**config.mk**
```make
export PLATFORM = sky130hd
export DESIGN_NAME = ysyx_22040125_lsu
export DESIGN_NICKNAME = d
export VERILOG_FILES = /design/src/rtl/ysyx_22040125_lsu_pkg.sv /design/src/rtl/ysyx_22040125_lsu_align.sv /design/src/rtl/ysyx_22040125_lsu.sv
export SDC_FILE = /design/constraint.sdc
export NUM_CORES = 1
export LEC_CHECK = 0
export CAP_MARGIN = 10
export CORE_AREA = 4 4 211 213
export CTS_CLUSTER_SIZE = 20
export DETAILED_ROUTE_END_ITERATION = 8
export DIE_AREA = 0 0 215 217
export HOLD_SLACK_MARGIN = 0.15
export PLACE_DENSITY = 0.7
export SLEW_MARGIN = 10
export SYNTH_ARGS = -nofsm -noshare
export SYNTH_HDL_FRONTEND = slang
export SYNTH_SLANG_ARGS = --single-unit
```
**constraint.sdc**
```tcl
create_clock -name clk -period 2.4 [get_ports clk]
set_clock_uncertainty 0.1 [all_clocks]
set_input_delay 0.48 -clock clk [delete_from_list [all_inputs] [get_ports clk]]
set_output_delay 0.48 -clock clk [all_outputs]
set_load 0.02 [all_outputs]
```
**src/rtl/ysyx_22040125_lsu_pkg.sv**
```systemverilog
// Shared definitions for the memory-stage load/store unit: funct3 size codes,
// FSM state encoding and the architectural reset PC.
package ysyx_22040125_lsu_pkg;

  localparam logic [63:0] RESET_PC = 64'h0000_0000_8000_0000;

  localparam logic [2:0] F3_B   = 3'b000;
  localparam logic [2:0] F3_H   = 3'b001;
  localparam logic [2:0] F3_W   = 3'b010;
  localparam logic [2:0] F3_D   = 3'b011;
  localparam logic [2:0] F3_BU  = 3'b100;
  localparam logic [2:0] F3_HU  = 3'b101;
  localparam logic [2:0] F3_WU  = 3'b110;
  localparam logic [2:0] F3_BAD = 3'b111;

  typedef enum logic [1:0] {
    IDLE = 2'd0,
    REQ  = 2'd1,
    WAIT = 2'd2
  } state_e;

endpackage

```
**src/rtl/ysyx_22040125_lsu_align.sv**
```systemverilog
// Combinational lane logic: access-fault check and store lane placement for the
// incoming instruction, plus load lane extraction and extension for the response.
module ysyx_22040125_lsu_align
  import ysyx_22040125_lsu_pkg::*;
(
  input  logic [2:0]  req_off_i,
  input  logic [2:0]  req_funct3_i,
  input  logic        req_mem_rd_i,
  input  logic        req_mem_wr_i,
  input  logic [63:0] req_wdata_i,
  output logic        fault_o,
  output logic [63:0] wdata_o,
  output logic [7:0]  wstrb_o,
  input  logic [2:0]  rsp_off_i,
  input  logic [2:0]  rsp_funct3_i,
  input  logic [63:0] rdata_i,
  output logic [63:0] rdata_o
);

  logic        misaligned;
  logic [7:0]  strb_base;
  logic [63:0] rsp_shifted;

  // The low two funct3 bits encode access size for both signed and unsigned forms.
  always_comb begin
    misaligned = 1'b0;
    strb_base  = 8'h00;
    case (req_funct3_i[1:0])
      2'b00: begin
        misaligned = 1'b0;
        strb_base  = 8'h01;
      end
      2'b01: begin
        misaligned = req_off_i[0];
        strb_base  = 8'h03;
      end
      2'b10: begin
        misaligned = |req_off_i[1:0];
        strb_base  = 8'h0F;
      end
      default: begin
        misaligned = |req_off_i;
        strb_base  = 8'hFF;
      end
    endcase
  end

  always_comb begin
    fault_o = (req_mem_rd_i || req_mem_wr_i) &&
              (misaligned || (req_funct3_i == F3_BAD) || (req_mem_rd_i && req_mem_wr_i));
    wstrb_o = strb_base << req_off_i;
    wdata_o = req_wdata_i << {req_off_i, 3'b000};
  end

  always_comb begin
    rsp_shifted = rdata_i >> {rsp_off_i, 3'b000};
    case (rsp_funct3_i)
      F3_B:    rdata_o = {{56{rsp_shifted[7]}}, rsp_shifted[7:0]};
      F3_H:    rdata_o = {{48{rsp_shifted[15]}}, rsp_shifted[15:0]};
      F3_W:    rdata_o = {{32{rsp_shifted[31]}}, rsp_shifted[31:0]};
      F3_BU:   rdata_o = {56'd0, rsp_shifted[7:0]};
      F3_HU:   rdata_o = {48'd0, rsp_shifted[15:0]};
      F3_WU:   rdata_o = {32'd0, rsp_shifted[31:0]};
      default: rdata_o = rsp_shifted;
    endcase
  end

endmodule

```
**src/rtl/ysyx_22040125_lsu.sv**
```systemverilog
// Memory-stage load/store unit: accepts one instruction at a time, runs aligned
// accesses on a req/gnt/rvalid bus and registers a single-cycle result pulse.
module ysyx_22040125_lsu
  import ysyx_22040125_lsu_pkg::*;
(
  input  logic        clk,
  input  logic        rst,
  input  logic        in_valid,
  output logic        in_ready,
  input  logic [63:0] in_pc,
  input  logic [4:0]  in_rd,
  input  logic [63:0] in_alu,
  input  logic [63:0] in_wdata,
  input  logic [2:0]  in_funct3,
  input  logic        in_mem_rd,
  input  logic        in_mem_wr,
  input  logic        in_reg_we,
  output logic        dbus_req,
  output logic        dbus_we,
  output logic [63:0] dbus_addr,
  output logic [63:0] dbus_wdata,
  output logic [7:0]  dbus_wstrb,
  input  logic        dbus_gnt,
  input  logic        dbus_rvalid,
  input  logic [63:0] dbus_rdata,
  output logic        out_valid,
  output logic [63:0] out_pc,
  output logic [4:0]  out_rd,
  output logic [63:0] out_data,
  output logic        out_reg_we,
  output logic        out_err
);

  state_e      state_q, state_d;

  logic [63:0] pc_q, pc_d;
  logic [4:0]  rd_q, rd_d;
  logic [2:0]  off_q, off_d;
  logic [2:0]  funct3_q, funct3_d;
  logic        is_store_q, is_store_d;
  logic        reg_we_q, reg_we_d;

  logic        bus_we_q, bus_we_d;
  logic [63:0] bus_addr_q, bus_addr_d;
  logic [63:0] bus_wdata_q, bus_wdata_d;
  logic [7:0]  bus_wstrb_q, bus_wstrb_d;

  logic        out_valid_q, out_valid_d;
  logic [63:0] out_pc_q, out_pc_d;
  logic [4:0]  out_rd_q, out_rd_d;
  logic [63:0] out_data_q, out_data_d;
  logic        out_reg_we_q, out_reg_we_d;
  logic        out_err_q, out_err_d;

  logic        accept;
  logic        is_mem;
  logic        fault;
  logic        done;
  logic [63:0] lane_wdata;
  logic [7:0]  lane_wstrb;
  logic [63:0] load_data;

  ysyx_22040125_lsu_align u_align (
    .req_off_i    (in_alu[2:0]),
    .req_funct3_i (in_funct3),
    .req_mem_rd_i (in_mem_rd),
    .req_mem_wr_i (in_mem_wr),
    .req_wdata_i  (in_wdata),
    .fault_o      (fault),
    .wdata_o      (lane_wdata),
    .wstrb_o      (lane_wstrb),
    .rsp_off_i    (off_q),
    .rsp_funct3_i (funct3_q),
    .rdata_i      (dbus_rdata),
    .rdata_o      (load_data)
  );

  assign in_ready = rst && (state_q == IDLE);
  assign accept   = in_valid && in_ready;
  assign is_mem   = in_mem_rd || in_mem_wr;
  // Responses only count while a request is actually outstanding.
  assign done     = ((state_q == REQ) && dbus_gnt && dbus_rvalid) ||
                    ((state_q == WAIT) && dbus_rvalid);

  always_comb begin
    state_d      = state_q;
    pc_d         = pc_q;
    rd_d         = rd_q;
    off_d        = off_q;
    funct3_d     = funct3_q;
    is_store_d   = is_store_q;
    reg_we_d     = reg_we_q;
    bus_we_d     = bus_we_q;
    bus_addr_d   = bus_addr_q;
    bus_wdata_d  = bus_wdata_q;
    bus_wstrb_d  = bus_wstrb_q;
    out_valid_d  = 1'b0;
    out_pc_d     = out_pc_q;
    out_rd_d     = out_rd_q;
    out_data_d   = out_data_q;
    out_reg_we_d = out_reg_we_q;
    out_err_d    = out_err_q;

    case (state_q)
      IDLE: begin
        if (accept) begin
          if (!is_mem || fault) begin
            out_valid_d  = 1'b1;
            out_pc_d     = in_pc;
            out_rd_d     = in_rd;
            out_data_d   = in_alu;
            out_reg_we_d = !fault && in_reg_we && (in_rd != 5'd0);
            out_err_d    = fault;
          end else begin
            state_d     = REQ;
            pc_d        = in_pc;
            rd_d        = in_rd;
            off_d       = in_alu[2:0];
            funct3_d    = in_funct3;
            is_store_d  = in_mem_wr;
            reg_we_d    = in_reg_we;
            bus_we_d    = in_mem_wr;
            bus_addr_d  = {in_alu[63:3], 3'b000};
            bus_wdata_d = lane_wdata;
            bus_wstrb_d = lane_wstrb;
          end
        end
      end
      REQ: begin
        if (dbus_gnt) begin
          state_d = dbus_rvalid ? IDLE : WAIT;
        end
      end
      WAIT: begin
        if (dbus_rvalid) begin
          state_d = IDLE;
        end
      end
      default: state_d = IDLE;
    endcase

    if (done) begin
      out_valid_d  = 1'b1;
      out_pc_d     = pc_q;
      out_rd_d     = rd_q;
      out_data_d   = is_store_q ? 64'd0 : load_data;
      out_reg_we_d = !is_store_q && reg_we_q && (rd_q != 5'd0);
      out_err_d    = 1'b0;
    end
  end

  always_ff @(posedge clk) begin
    if (!rst) begin
      state_q      <= IDLE;
      pc_q         <= 64'd0;
      rd_q         <= 5'd0;
      off_q        <= 3'd0;
      funct3_q     <= 3'd0;
      is_store_q   <= 1'b0;
      reg_we_q     <= 1'b0;
      bus_we_q     <= 1'b0;
      bus_addr_q   <= 64'd0;
      bus_wdata_q  <= 64'd0;
      bus_wstrb_q  <= 8'd0;
      out_valid_q  <= 1'b0;
      out_pc_q     <= RESET_PC;
      out_rd_q     <= 5'd0;
      out_data_q   <= 64'd0;
      out_reg_we_q <= 1'b0;
      out_err_q    <= 1'b0;
    end else begin
      state_q      <= state_d;
      pc_q         <= pc_d;
      rd_q         <= rd_d;
      off_q        <= off_d;
      funct3_q     <= funct3_d;
      is_store_q   <= is_store_d;
      reg_we_q     <= reg_we_d;
      bus_we_q     <= bus_we_d;
      bus_addr_q   <= bus_addr_d;
      bus_wdata_q  <= bus_wdata_d;
      bus_wstrb_q  <= bus_wstrb_d;
      out_valid_q  <= out_valid_d;
      out_pc_q     <= out_pc_d;
      out_rd_q     <= out_rd_d;
      out_data_q   <= out_data_d;
      out_reg_we_q <= out_reg_we_d;
      out_err_q    <= out_err_d;
    end
  end

  assign dbus_req   = (state_q == REQ);
  assign dbus_we    = bus_we_q;
  assign dbus_addr  = bus_addr_q;
  assign dbus_wdata = bus_wdata_q;
  assign dbus_wstrb = bus_wstrb_q;

  assign out_valid  = out_valid_q;
  assign out_pc     = out_pc_q;
  assign out_rd     = out_rd_q;
  assign out_data   = out_data_q;
  assign out_reg_we = out_reg_we_q;
  assign out_err    = out_err_q;

endmodule
```
==> metrics.md <==
| Metric | Value |
|---|---|
| Die span in x | `215 um` |
| Grt ovf | `0` |
| Post-route cell area | `25080 um2` |
| Comb pwr share | `a little under a fifth` |
| GP Congestion | `roughly 0.95` |
| Outcome | `finished, final reports clean` |
| CP startpoint kind | `flip-flop` |
| WL per Instance | `22.31 um` |
| RSZ-0062 raised after global routing | `no` |
| Layout cell share with drive strength beyond 1 | `between 10% and 20%` |
| Area grow syn2layout | `50.48%` |
| Asr flop ratio synth | `0%` |
| Number of global-route vias before repair | `17209` |
| FP Rows | `76` |
| Via density | `about 5.6` |
| Crit Path Category | `reg -> reg` |
| HP Class | `in -> reg` |
| I/O pin total | `about 550` |
| CTS tree | `yes` |
| Inserted Clock Buffers | `40` |
| Final Hold Vio Count | `0` |
| Max clock buf depth | `3` |
| Synth Register Bits | `348` |
| Largest net degree at the start of global routing | `around 110` |
| Tot GR Track Use | `between 20 and 30%` |
| Post-layout min period | `between 2000 and 2500 ps` |
| VDD IR max | `476.3 uV` |
| Clock share of power | `between 40% and 50%` |
| Post-DP HPWL | `between 50000 and 60000 um` |
| Hold Buf Count CTS | `0` |
| Most common cell after layout, fill and taps aside | `clkdlybuf4s50_1` |
| Die ar. | `46660 um2` |
| Peak Freq | `about 440 MHz` |
| WHS | `around 280 ps` |
| Max Slew Vio Count | `0` |
| TritonCTS Sinks | `348` |
| Leakage | `between 0.009 and 0.01 uW` |
| Seq pwr share | `40.4%` |
| Clock Latency Late Sink | `~560 ps` |
| Tcrit/Tclk final | `between 90% and 100%` |
| Final ANT Viol Nets | `0` |
| Number of setup buffers added after CTS | `0` |
| Worst EP arrival | `between 2000 and 3000 ps` |
| 1st-iter DRT viols | `1304` |
| Vias | `around 17000` |
| Synth Instances | `around 1900` |
| Internal | `11190 uW` |
| Layout Nets | `~2800` |
| Sw Pwr | `~4100 uW` |
| Placed Area | `~24000 um2` |
| Synthesized area | `16660 um2` |
| Htree depth | `2` |
| Commonest cells after routing, fill and taps aside | `clkdlybuf4s50_1 (537), nand2_1 (383), dfxtp_1 (347), a21oi_1 (203), mux2i_1 (167)` |
| Distinct cells, synth | `between 60 and 70` |
| DRC | `0` |
| Setup Viol. Count Final | `0` |
| CTS root buffer | `clkbuf_16` |
| Main flop type after synthesis | `dfxtp_1` |
| Pre-Repair DR Iteration Count | `5` |
| Clk slew on worst S/H paths | `roughly 60 ps` |
| YS warnings | `0` |
| Core area | `42700 um2` |
| Critical Path RT | `~2800 ps` |
| Switching Fraction | `a little over a quarter` |
| Syn_area_per_cell | `approximately 8.6 um2` |
| Register area share after synthesis | `41.81%` |
| Worst slew pin tran | `872.8 ps` |
| Pwr per Cell Area | `roughly 610 nW/um2` |
| I/O Buffers | `543` |
| Worst-path fanout max | `24` |
| Total wire length | `a little under 70000 um` |
| Die Y | `roughly 220 um` |
| Worst setup EP type | `flip-flop` |
| Number of flops mapped to enable cells by yosys | `0` |
| Initial antenna violation count | `14` |
| Starting density of the core | `a little under 40%` |
| First-pass GRT wire length | `a little over 100000 um` |
| Max-cap viol count | `0` |
| Worst slew margin | `roughly two fifths` |
| Final core occ | `58.73%` |
final timing paths:
| check | endpoint | start | depth (start not counted) | slack (ps) |
|---|---|---|---|---|
| min | off_q[2]$_SDFFE_PN0P_ | in_alu[2] | 4 | 280 |
| max reg2reg | out_data[16]$_SDFFE_PN0P_ | off_q[0]$_SDFFE_PN0P_ | 9 | 110 |
| max | out_data[16]$_SDFFE_PN0P_ | off_q[0]$_SDFFE_PN0P_ | 9 | 110 |
| min reg2reg | dbus_wstrb[1]$_SDFFE_PN0P_ | dbus_wstrb[1]$_SDFFE_PN0P_ | 2 | 350 |
final cells by class:
cell class	instances	area, um2
inverters	12	52.55
clock inverters	17	193.9
well taps	546	683.2
diodes	9	22.52
clock buffers	54	1155
fillers	3720	17620
flip-flops and latches	348	6970
multi-input cells	1393	8790
repair buffers	717	7208
per-layer routing:
metal / GRT usage (%) / up-vias / routed length (um)
met5: 0 / - / 56
met2: 48.44 / 769 / 33430
li1: - / 8143 / -
met1: 33.02 / 8231 / 26710
met3: 8.517 / 140 / 6048
met4: 11.60 / 8 / 2817
state kept, by name (all words and copies together) (netlist names):
signal and flops:
dbus_addr 61, dbus_wdata 64, dbus_we 1, dbus_wstrb 8, funct3_q 3, off_q 3, out_data 64, out_err 1
out_pc 64, out_rd 5, out_reg_we 1, out_valid 1, pc_q 64, rd_q 5, reg_we_q 1, state_q 2
through the flow:
stage	cells	worst slack [ps]	setup TNS, ps	total power [uW]
2_1_floorplan	1935	69.15	0	7577
3_3_place_gp	3016	-341.4	-80210	9146
3_5_place_dp	3016	-447.1	-101260	9180
4_1_cts	3087	100.1	0	15440
5_1_grt	3094	24.80	0	15880
6_report	3096	105.9	0	15320
cells by family (layout without fill, tap and decap cells):
logic type	count (synthesis)	after routing	synth area share, %
xor gates and xnor gates	1	1	0.05257
AOI/OAI and AO/OA	548	548	22.01
DFF	348	348	41.81
buffers and inverters	194	800	5.819
and+or+nand+nor	638	638	15.93
muxes	203	203	14.36
other	1	12	0.02250
worst max-delay path, cell delays in order (launching register included):
cell and delay [ps]:
dfxtp_4 420, buf_12 200, buf_4 180, mux2i_1 280, a2bb2oi_1 110, buf_4 170
nand3_1 160, a31oi_1 180, buf_4 170, o221a_2 210
power by group through the flow:
stage	clock network, uW	logic [uW]	registers (uW)
floorplan	0	1030	6550
global placement	0	2840	6310
detailed placement	0	2870	6310
CTS	6360	2880	6190
global route	6610	3060	6220
finish	6240	2890	6190
cell usage after synthesis, drive strengths merged (20+ instances only):
master / instances / area share [%]
nand2: 384 / 8.6
dfxtp: 348 / 42
a21oi: 203 / 6.1
mux2i: 167 / 10
nor2: 150 / 3.4
a211oi: 112 / 5.0
clkbuf: 98 / 2.2
buf: 84 / 3.3
o21ai: 70 / 2.1
o221ai: 42 / 2.2
mux4: 27 / 3.7
nor3: 24 / 0.81
o221a: 22 / 1.5
nand3: 20 / 0.63
repair_timing:
| action | 4_1_cts | 5_1_grt |
|---|---|---|
| pin swaps | 0 | 0 |
| setup endpoints to repair | 1 | 2 |
| gates resized for setup | 1 | 1 |
| gates cloned | 0 | 0 |
No activity file was read; power rests on OpenSTA's default activity.
